File: src/rtl/tri_feeder_pkg.sv
// rtl/tri_feeder_pkg.sv - shared widths and state type for the triangle feeder
package tri_feeder_pkg;

    localparam int D_BITS_DEF = 32;
    localparam int M_BITS_DEF = 32;
    localparam int A_BITS_DEF = 10;

    typedef enum logic [1:0] {
        IDLE  = 2'd0,
        FETCH = 2'd1,
        LOAD  = 2'd2,
        PUSH  = 2'd3
    } feeder_state_t;

endpackage

File: src/rtl/tri_feeder_if.sv
// rtl/tri_feeder_if.sv - ray FIFO, triangle memory and p_hit links of the feeder
interface tri_feeder_if
    import tri_feeder_pkg::*;
#(
    parameter int D_BITS = D_BITS_DEF,
    parameter int M_BITS = M_BITS_DEF,
    parameter int A_BITS = A_BITS_DEF
) ();

    logic [A_BITS:0]              num_tri;
    logic [2:0][D_BITS-1:0]       ray_origin;
    logic [2:0][D_BITS-1:0]       ray_dir;
    logic                         ray_empty;
    logic                         ray_rd_en;

    logic [A_BITS-1:0]            tri_addr;
    logic                         tri_rd_en;
    logic [2:0][D_BITS-1:0]       tri_normal_in;
    logic [2:0][D_BITS-1:0]       v0_in;
    logic [2:0][D_BITS-1:0]       v1_in;
    logic [2:0][D_BITS-1:0]       v2_in;

    logic [2:0][D_BITS-1:0]       out_origin;
    logic [2:0][D_BITS-1:0]       out_dir;
    logic [2:0][D_BITS-1:0]       out_tri_normal;
    logic [2:0][D_BITS-1:0]       out_v0;
    logic [2:0][D_BITS-1:0]       out_v1;
    logic [2:0][D_BITS-1:0]       out_v2;
    logic signed [M_BITS-1:0]     out_triangle_id;
    logic                         out_wr_en;
    logic                         out_full;
    logic                         ray_done;

    modport master (
        input  num_tri, ray_origin, ray_dir, ray_empty,
        output ray_rd_en,
        output tri_addr, tri_rd_en,
        input  tri_normal_in, v0_in, v1_in, v2_in,
        output out_origin, out_dir, out_tri_normal, out_v0, out_v1, out_v2,
        output out_triangle_id, out_wr_en,
        input  out_full,
        output ray_done
    );

    modport slave (
        output num_tri, ray_origin, ray_dir, ray_empty,
        input  ray_rd_en,
        input  tri_addr, tri_rd_en,
        output tri_normal_in, v0_in, v1_in, v2_in,
        input  out_origin, out_dir, out_tri_normal, out_v0, out_v1, out_v2,
        input  out_triangle_id, out_wr_en,
        output out_full,
        input  ray_done
    );

endinterface

File: src/rtl/tri_feeder.sv
// rtl/tri_feeder.sv - pops rays and streams each ray's triangles into p_hit
module tri_feeder
    import tri_feeder_pkg::*;
#(
    parameter int D_BITS = D_BITS_DEF,
    parameter int M_BITS = M_BITS_DEF,
    parameter int A_BITS = A_BITS_DEF
) (
    input logic          clock,
    input logic          reset,
    tri_feeder_if.master bus
);

    feeder_state_t          state;
    logic [A_BITS-1:0]      idx;
    logic [A_BITS:0]        num_tri_q;
    logic [2:0][D_BITS-1:0] origin_q;
    logic [2:0][D_BITS-1:0] dir_q;
    logic [2:0][D_BITS-1:0] normal_q;
    logic [2:0][D_BITS-1:0] v0_q;
    logic [2:0][D_BITS-1:0] v1_q;
    logic [2:0][D_BITS-1:0] v2_q;
    logic [M_BITS-1:0]      id_q;
    logic                   done_q;
    logic                   last_tri;

    // num_tri_q is one bit wider than idx so a full 2^A_BITS ray ends at the top address
    assign last_tri = ({1'b0, idx} == (num_tri_q - (A_BITS+1)'(1)));

    // FWFT pop: head data is latched on the same edge that consumes it
    assign bus.ray_rd_en = reset && (state == IDLE) && !bus.ray_empty;
    assign bus.tri_rd_en = (state == FETCH);
    assign bus.tri_addr  = idx;
    assign bus.out_wr_en = (state == PUSH) && !bus.out_full;

    assign bus.out_origin      = origin_q;
    assign bus.out_dir         = dir_q;
    assign bus.out_tri_normal  = normal_q;
    assign bus.out_v0          = v0_q;
    assign bus.out_v1          = v1_q;
    assign bus.out_v2          = v2_q;
    assign bus.out_triangle_id = id_q;
    assign bus.ray_done        = done_q;

    always_ff @(posedge clock or negedge reset) begin
        if (!reset) begin
            state     <= IDLE;
            idx       <= '0;
            num_tri_q <= '0;
            origin_q  <= '0;
            dir_q     <= '0;
            normal_q  <= '0;
            v0_q      <= '0;
            v1_q      <= '0;
            v2_q      <= '0;
            id_q      <= '0;
            done_q    <= 1'b0;
        end else begin
            done_q <= 1'b0;
            case (state)
                IDLE: begin
                    if (!bus.ray_empty) begin
                        origin_q  <= bus.ray_origin;
                        dir_q     <= bus.ray_dir;
                        num_tri_q <= bus.num_tri;
                        idx       <= '0;
                        if (bus.num_tri == '0) begin
                            done_q <= 1'b1;
                        end else begin
                            state <= FETCH;
                        end
                    end
                end
                FETCH: begin
                    state <= LOAD;
                end
                LOAD: begin
                    normal_q <= bus.tri_normal_in;
                    v0_q     <= bus.v0_in;
                    v1_q     <= bus.v1_in;
                    v2_q     <= bus.v2_in;
                    id_q     <= M_BITS'(idx);
                    state    <= PUSH;
                end
                PUSH: begin
                    if (!bus.out_full) begin
                        if (last_tri) begin
                            done_q <= 1'b1;
                            state  <= IDLE;
                        end else begin
                            idx   <= idx + A_BITS'(1);
                            state <= FETCH;
                        end
                    end
                end
                default: begin
                    state <= IDLE;
                end
            endcase
        end
    end

endmodule

File: src/flat_wrapper.sv
// flat-port wrapper written by rule: the top's interface ports become plain ports
module tri_feeder_flat import tri_feeder_pkg::*;
#(
    parameter int D_BITS = D_BITS_DEF,
    parameter int M_BITS = M_BITS_DEF,
    parameter int A_BITS = A_BITS_DEF
)
  (clock, reset, bus_num_tri, bus_ray_origin, bus_ray_dir, bus_ray_empty, bus_ray_rd_en, bus_tri_addr, bus_tri_rd_en, bus_tri_normal_in, bus_v0_in, bus_v1_in, bus_v2_in, bus_out_origin, bus_out_dir, bus_out_tri_normal, bus_out_v0, bus_out_v1, bus_out_v2, bus_out_triangle_id, bus_out_wr_en, bus_out_full, bus_ray_done);
  tri_feeder_if #(.D_BITS(D_BITS), .M_BITS(M_BITS), .A_BITS(A_BITS)) bus_i ();
  input logic clock;
  input logic reset;
  input wire logic [$bits(bus_i.num_tri)-1:0] bus_num_tri;
  input wire logic [$bits(bus_i.ray_origin)-1:0] bus_ray_origin;
  input wire logic [$bits(bus_i.ray_dir)-1:0] bus_ray_dir;
  input wire logic [$bits(bus_i.ray_empty)-1:0] bus_ray_empty;
  output wire logic [$bits(bus_i.ray_rd_en)-1:0] bus_ray_rd_en;
  output wire logic [$bits(bus_i.tri_addr)-1:0] bus_tri_addr;
  output wire logic [$bits(bus_i.tri_rd_en)-1:0] bus_tri_rd_en;
  input wire logic [$bits(bus_i.tri_normal_in)-1:0] bus_tri_normal_in;
  input wire logic [$bits(bus_i.v0_in)-1:0] bus_v0_in;
  input wire logic [$bits(bus_i.v1_in)-1:0] bus_v1_in;
  input wire logic [$bits(bus_i.v2_in)-1:0] bus_v2_in;
  output wire logic [$bits(bus_i.out_origin)-1:0] bus_out_origin;
  output wire logic [$bits(bus_i.out_dir)-1:0] bus_out_dir;
  output wire logic [$bits(bus_i.out_tri_normal)-1:0] bus_out_tri_normal;
  output wire logic [$bits(bus_i.out_v0)-1:0] bus_out_v0;
  output wire logic [$bits(bus_i.out_v1)-1:0] bus_out_v1;
  output wire logic [$bits(bus_i.out_v2)-1:0] bus_out_v2;
  output wire logic [$bits(bus_i.out_triangle_id)-1:0] bus_out_triangle_id;
  output wire logic [$bits(bus_i.out_wr_en)-1:0] bus_out_wr_en;
  input wire logic [$bits(bus_i.out_full)-1:0] bus_out_full;
  output wire logic [$bits(bus_i.ray_done)-1:0] bus_ray_done;
  assign bus_i.num_tri = bus_num_tri;
  assign bus_i.ray_origin = bus_ray_origin;
  assign bus_i.ray_dir = bus_ray_dir;
  assign bus_i.ray_empty = bus_ray_empty;
  assign bus_ray_rd_en = bus_i.ray_rd_en;
  assign bus_tri_addr = bus_i.tri_addr;
  assign bus_tri_rd_en = bus_i.tri_rd_en;
  assign bus_i.tri_normal_in = bus_tri_normal_in;
  assign bus_i.v0_in = bus_v0_in;
  assign bus_i.v1_in = bus_v1_in;
  assign bus_i.v2_in = bus_v2_in;
  assign bus_out_origin = bus_i.out_origin;
  assign bus_out_dir = bus_i.out_dir;
  assign bus_out_tri_normal = bus_i.out_tri_normal;
  assign bus_out_v0 = bus_i.out_v0;
  assign bus_out_v1 = bus_i.out_v1;
  assign bus_out_v2 = bus_i.out_v2;
  assign bus_out_triangle_id = bus_i.out_triangle_id;
  assign bus_out_wr_en = bus_i.out_wr_en;
  assign bus_i.out_full = bus_out_full;
  assign bus_ray_done = bus_i.ray_done;
  tri_feeder #(.D_BITS(D_BITS), .M_BITS(M_BITS), .A_BITS(A_BITS)) u_core (.clock(clock), .reset(reset), .bus(bus_i));
endmodule
File: config.mk
export PLATFORM = sky130hd
export DESIGN_NAME = tri_feeder_flat
export DESIGN_NICKNAME = d
export VERILOG_FILES = /design/src/rtl/tri_feeder_pkg.sv /design/src/rtl/tri_feeder_if.sv /design/src/rtl/tri_feeder.sv /design/src/flat_wrapper.sv
export SDC_FILE = /design/constraint.sdc
export NUM_CORES = 1
export LEC_CHECK = 0
export CELL_PAD_IN_SITES_DETAIL_PLACEMENT = 0
export CELL_PAD_IN_SITES_GLOBAL_PLACEMENT = 1
export CORE_AREA = 10 10 463 465
export DETAILED_ROUTE_END_ITERATION = 16
export DIE_AREA = 0 0 473 475
export PLACE_DENSITY = 0.45
export SLEW_MARGIN = 0
export SYNTH_ARGS = -nofsm -noshare
export SYNTH_HDL_FRONTEND = slang
export SYNTH_SLANG_ARGS = --single-unit
File: constraint.sdc
create_clock -name clock -period 6.05 [get_ports clock]
set_input_delay 0.9075 -clock clock [delete_from_list [all_inputs] [get_ports clock]]
set_output_delay 0.9075 -clock clock [all_outputs]
set_load 0.05 [all_outputs]
==> results_tabular.tex <==
\begin{tabular}{lr}
\hline
Metric & Value \\
\hline
\multicolumn{2}{l}{\textbf{Route}} \\
\quad Total Wirelength & approximately 140 mm \\
\quad Detailed-route DRC error count & 0 \\
\quad Residual antenna-violating net count after detailed routing & 0 \\
\quad Vias & 17000 \\
\quad Post-DR vias/cell & $\sim$3.2 \\
\quad Average detailed-routed wire length per instance & between 20 and 30 um \\
\quad DRC violation total after the first TritonRoute iteration & about 650 \\
\quad Drt pass-1 iters & 6 \\
\multicolumn{2}{l}{\textbf{Placed design}} \\
\quad Instance area at placement & about 0.038 sq mm \\
\quad Worst-case setup slack after placement & around 2.4 ns \\
\quad Count of buffers from port buffering & around 1200 \\
\quad \# placed instances & roughly 5200 \\
\quad Routability Congestion & 0.767 \\
\quad Placed wire-length estimate after detailed placement & 113 mm \\
\multicolumn{2}{l}{\textbf{Worst setup path}} \\
\quad Critical Path Fanout Max & 10 \\
\quad Worst EP arrival & around 3 ns \\
\quad Critical path type & register to output pin \\
\quad Required time at the worst-slack endpoint & 5.14 ns \\
\quad Endpoint type of the worst setup path & output pin \\
\quad Type of element launching the critical path & register \\
\quad Worst reg-to-reg setup slack & 3.05 ns \\
\multicolumn{2}{l}{\textbf{Synthesis}} \\
\quad Compound-Gate Fraction of Synth Area & 0.728\% \\
\quad Register bit total from synthesis & 610 \\
\quad Fraction of registers with async set or reset after synthesis & between 90\% and 100\% \\
\quad Simple-gate share of the synthesized area & about 1.5\% \\
\quad Prevailing post-synth register cell & sky130\_fd\_sc\_hd\_\_dfrtp\_1 \\
\quad Synthesized-area fraction occupied by adder cells & less than 1\% \\
\quad Count of cell types in the netlist & 47 \\
\quad Sequential area share after synthesis & 65.8\% \\
\quad Netlist Area Pre-Place & $\sim$0.023 sq mm \\
\quad Number of flops mapped to enable cells by yosys & 0 \\
\quad Dominant combinational cell family by area after synthesis & multiplexers \\
\quad Yosys top cell area share & between 60\% and 70\% \\
\quad Top cells by count, synth & 610 x sky130\_fd\_sc\_hd\_\_dfrtp\_1, 596 x sky130\_fd\_sc\_hd\_\_mux2\_2, 68 x sky130\_fd\_sc\_hd\_\_clkbuf\_1 \\
\quad Ys Warns & 0 \\
\quad Count of mapped cells out of synthesis & between 1000 and 1500 \\
\quad Synthesized area per cell & about 16 sq um \\
\quad Largest cells by area after synthesis & sky130\_fd\_sc\_hd\_\_dfrtp\_1 66\%, sky130\_fd\_sc\_hd\_\_mux2\_2 29\%, sky130\_fd\_sc\_hd\_\_clkbuf\_1 1.1\% \\
\quad Synth Area in XOR/XNOR & less than 1\% \\
\quad Library cell with the largest summed area after synthesis & sky130\_fd\_sc\_hd\_\_dfrtp\_1 \\
\quad Cell with the most instances after synthesis & sky130\_fd\_sc\_hd\_\_dfrtp\_1 \\
\quad Multiplexer fraction of the synthesized cell area & 29.3\% \\
\multicolumn{2}{l}{\textbf{Cells and area}} \\
\quad Fraction of final layout cells with drive strength greater than 1 & 27.6\% \\
\quad Final std cell area, no fill & 0.0411 sq mm \\
\quad Non-filler cells in the finished layout & 5396 \\
\quad Area growth from synthesis to final layout & 76.9\% \\
\quad Number of nets in the layout & 3234 \\
\multicolumn{2}{l}{\textbf{GRT}} \\
\quad Pin count of the biggest net entering global routing & 132 \\
\quad Number of global-route vias before repair & 18900 \\
\quad Combined global-route utilization of all metal layers & a little under an eighth \\
\quad Number of antenna violations at the first check in global routing & 40 \\
\quad Wire length of the first global-routing pass & 179 mm \\
\quad Total gr overflow & 0 \\
\multicolumn{2}{l}{\textbf{Floorplanning}} \\
\quad Die width & roughly 470 um \\
\quad Placeable core region & slightly above 0.2 sq mm \\
\quad Vertical die dimension & 475 um \\
\quad Die outline area & roughly 0.22 sq mm \\
\quad Initial Util & between 10\% and 20\% \\
\quad Count of pins on the block boundary & about 1200 \\
\quad Row Count & approximately 170 \\
\multicolumn{2}{l}{\textbf{CTS}} \\
\quad Maximum buffer depth of the clock tree & 3 \\
\quad Number of buffers inserted during clock tree synthesis & 83 \\
\quad Root Buffer & sky130\_fd\_sc\_hd\_\_clkbuf\_16 \\
\quad Insertion delay of the later-clocked pin in the worst-skew pair & about 0.68 ns \\
\quad Resized cells post-CTS & 0 \\
\quad Clk sinks & 610 \\
\quad Post-CTS setup buffers & 0 \\
\quad Clock slew at the register clock pins of the worst setup and hold paths & $\sim$0.05 ns \\
\quad CTS tree & built \\
\quad Clock H-tree levels & 3 \\
\quad \# hold bufs at CTS & 0 \\
\multicolumn{2}{l}{\textbf{STA}} \\
\quad Final worst-path setup slack & roughly 2.2 ns \\
\quad Count of final hold-check violations & 0 \\
\quad Relative slew margins & between 20\% and 30\% \\
\quad Fmax & between 200 and 300 MHz \\
\quad Total negative setup slack & 0 ns \\
\quad Setup repair after global routing missed its margin & false \\
\quad Max-slew violation count & 0 \\
\quad Period Utilization, post-route & approximately 64\% \\
\quad Final worst path period need & 3.84 ns \\
\quad Setup violators final & 0 \\
\quad Skew final & between 0.015 and 0.02 ns \\
\quad Slew at the pin with the worst max-slew slack & between 1 and 1.5 ns \\
\multicolumn{2}{l}{\textbf{Outcome}} \\
\quad Status & finished clean \\
\multicolumn{2}{l}{\textbf{Power and ir drop}} \\
\quad Power density of the placed cells & around 720 mW/mm\^{}2 \\
\quad Worst supply voltage drop on vdd & around 0.31 mV \\
\quad Reported leakage power & between 15 and 20 nW \\
\quad Total power draw & 29.5 mW \\
\multicolumn{2}{l}{\textbf{Run}} \\
\quad Max-cap check violation count & 0 \\
\multicolumn{2}{l}{\textbf{Worst hold path}} \\
\quad Class of the most critical hold timing path & input pin to asynchronous set/reset pin \\
\hline
\end{tabular}
path summary, 6_finish.rpt:
path                                         from                endpoint  cells past startpoint
max                               u_core.state[0]           bus_ray_rd_en                      5
min                                         reset   u_core.bus.out_v1[44]                      1
max reg2reg                       u_core.state[0]  u_core.bus.out_dir[88]                      6
min reg2reg                u_core.bus.out_dir[12]  u_core.bus.out_dir[12]                      1
max in group asynchronous                   reset   u_core.bus.out_v1[61]                      3
min in group clock         u_core.bus.out_dir[12]  u_core.bus.out_dir[12]                      1
worst max-delay path, cell delays in order, from the launching register on:
cell and delay [ns]:
sky130_fd_sc_hd__dfrtp_1 0.42, sky130_fd_sc_hd__inv_1 0.18, sky130_fd_sc_hd__ha_1 0.28, sky130_fd_sc_hd__nor2b_4 0.38, sky130_fd_sc_hd__and2_1 0.18, sky130_fd_sc_hd__clkdlybuf4s50_1 0.81
state kept, by name, summed over array words and instances (netlist names):
register / count
u_core.bus.out_v1: 96
u_core.bus.out_v2: 96
u_core.bus.ray_done: 1
u_core.bus.out_triangle_id: 10
u_core.bus.out_v0: 96
u_core.bus.out_dir: 96
u_core.num_tri_q: 11
u_core.bus.out_origin: 96
u_core.bus.tri_addr: 10
u_core.bus.out_tri_normal: 96
u_core.state: 2
cell type report:
type | count | area (sq um)
Clock inverter | 18 | 230
Fill cell | 22100 | 163000
Clock buffer | 125 | 2430
Tap cell | 2688 | 3360
Multi-Input combinational cell | 729 | 7590
Timing Repair Buffer | 1206 | 12100
Sequential cell | 610 | 15300
Inverter | 7 | 26.3
Antenna cell | 13 | 32.5
layout by cell type (no fill, tap or decap), drive strengths merged, types with 2 or more instances in the layout:
cell type      synthesis  final
a211oi                 2      2
a21oi                  6      6
and3                   2      2
and4                   2      2
buf                   24     21
bufinv                 0      4
clkbuf                69    125
clkdlybuf4s50          0   1185
clkinv                 0     10
conb                   1     22
dfrtp                610    610
diode                  0     13
ha                     6      6
inv                    7     10
mux2                 596    596
mux2i                  8      8
nand2                 22     22
nand3                  5      5
nand4                  2      2
nor2                   6      6
nor2b                  4      4
nor3                   3      3
nor3b                  2      2
nor4                   5      5
o21ai                  4      4
or4                    2      2
xnor2                 10     10
metrics by stage:
step	utilization, %	hold WS, ns
3_5_place_dp	18.8	0.494
3_3_place_gp	18.8	0.488
5_1_grt	20.1	0.155
4_1_cts	20.1	0.118
2_1_floorplan	-	0.516
6_report	20.1	0.151
power breakdown:
part | switching (mW) | internal, mW | leakage (nW) | total [mW]
Clock | 1.99 | 2.93 | 1.30 | 4.92
Sequential | 1.27 | 6.16 | 7.22 | 7.43
Combinational | 11.1 | 6.05 | 7.41 | 17.2
Total | 14.4 | 15.1 | 15.9 | 29.5
routing by layer:
layer  GRT usage (%)  vias to the layer above  wire length (um)
met5               0                        -               207
met4            4.37                       32              5170
met3            7.67                      180             18600
met2            19.6                      889             65900
met1            11.4                     8433             47000
li1                -                     7477                 -
cell families (layout without fill, tap and decap cells):
kind of cell	Yosys count	after routing
AND/OR/NAND/NOR	62	62
flip-flops	610	610
XOR/XNOR	11	11
AO/OA/AOI/OAI	24	24
multiplexers	604	604
other	1	35
buffers and inverters	100	1356
adder cells (fa/ha/maj)	6	6
Note: power is estimated with default switching activity, not from simulation.
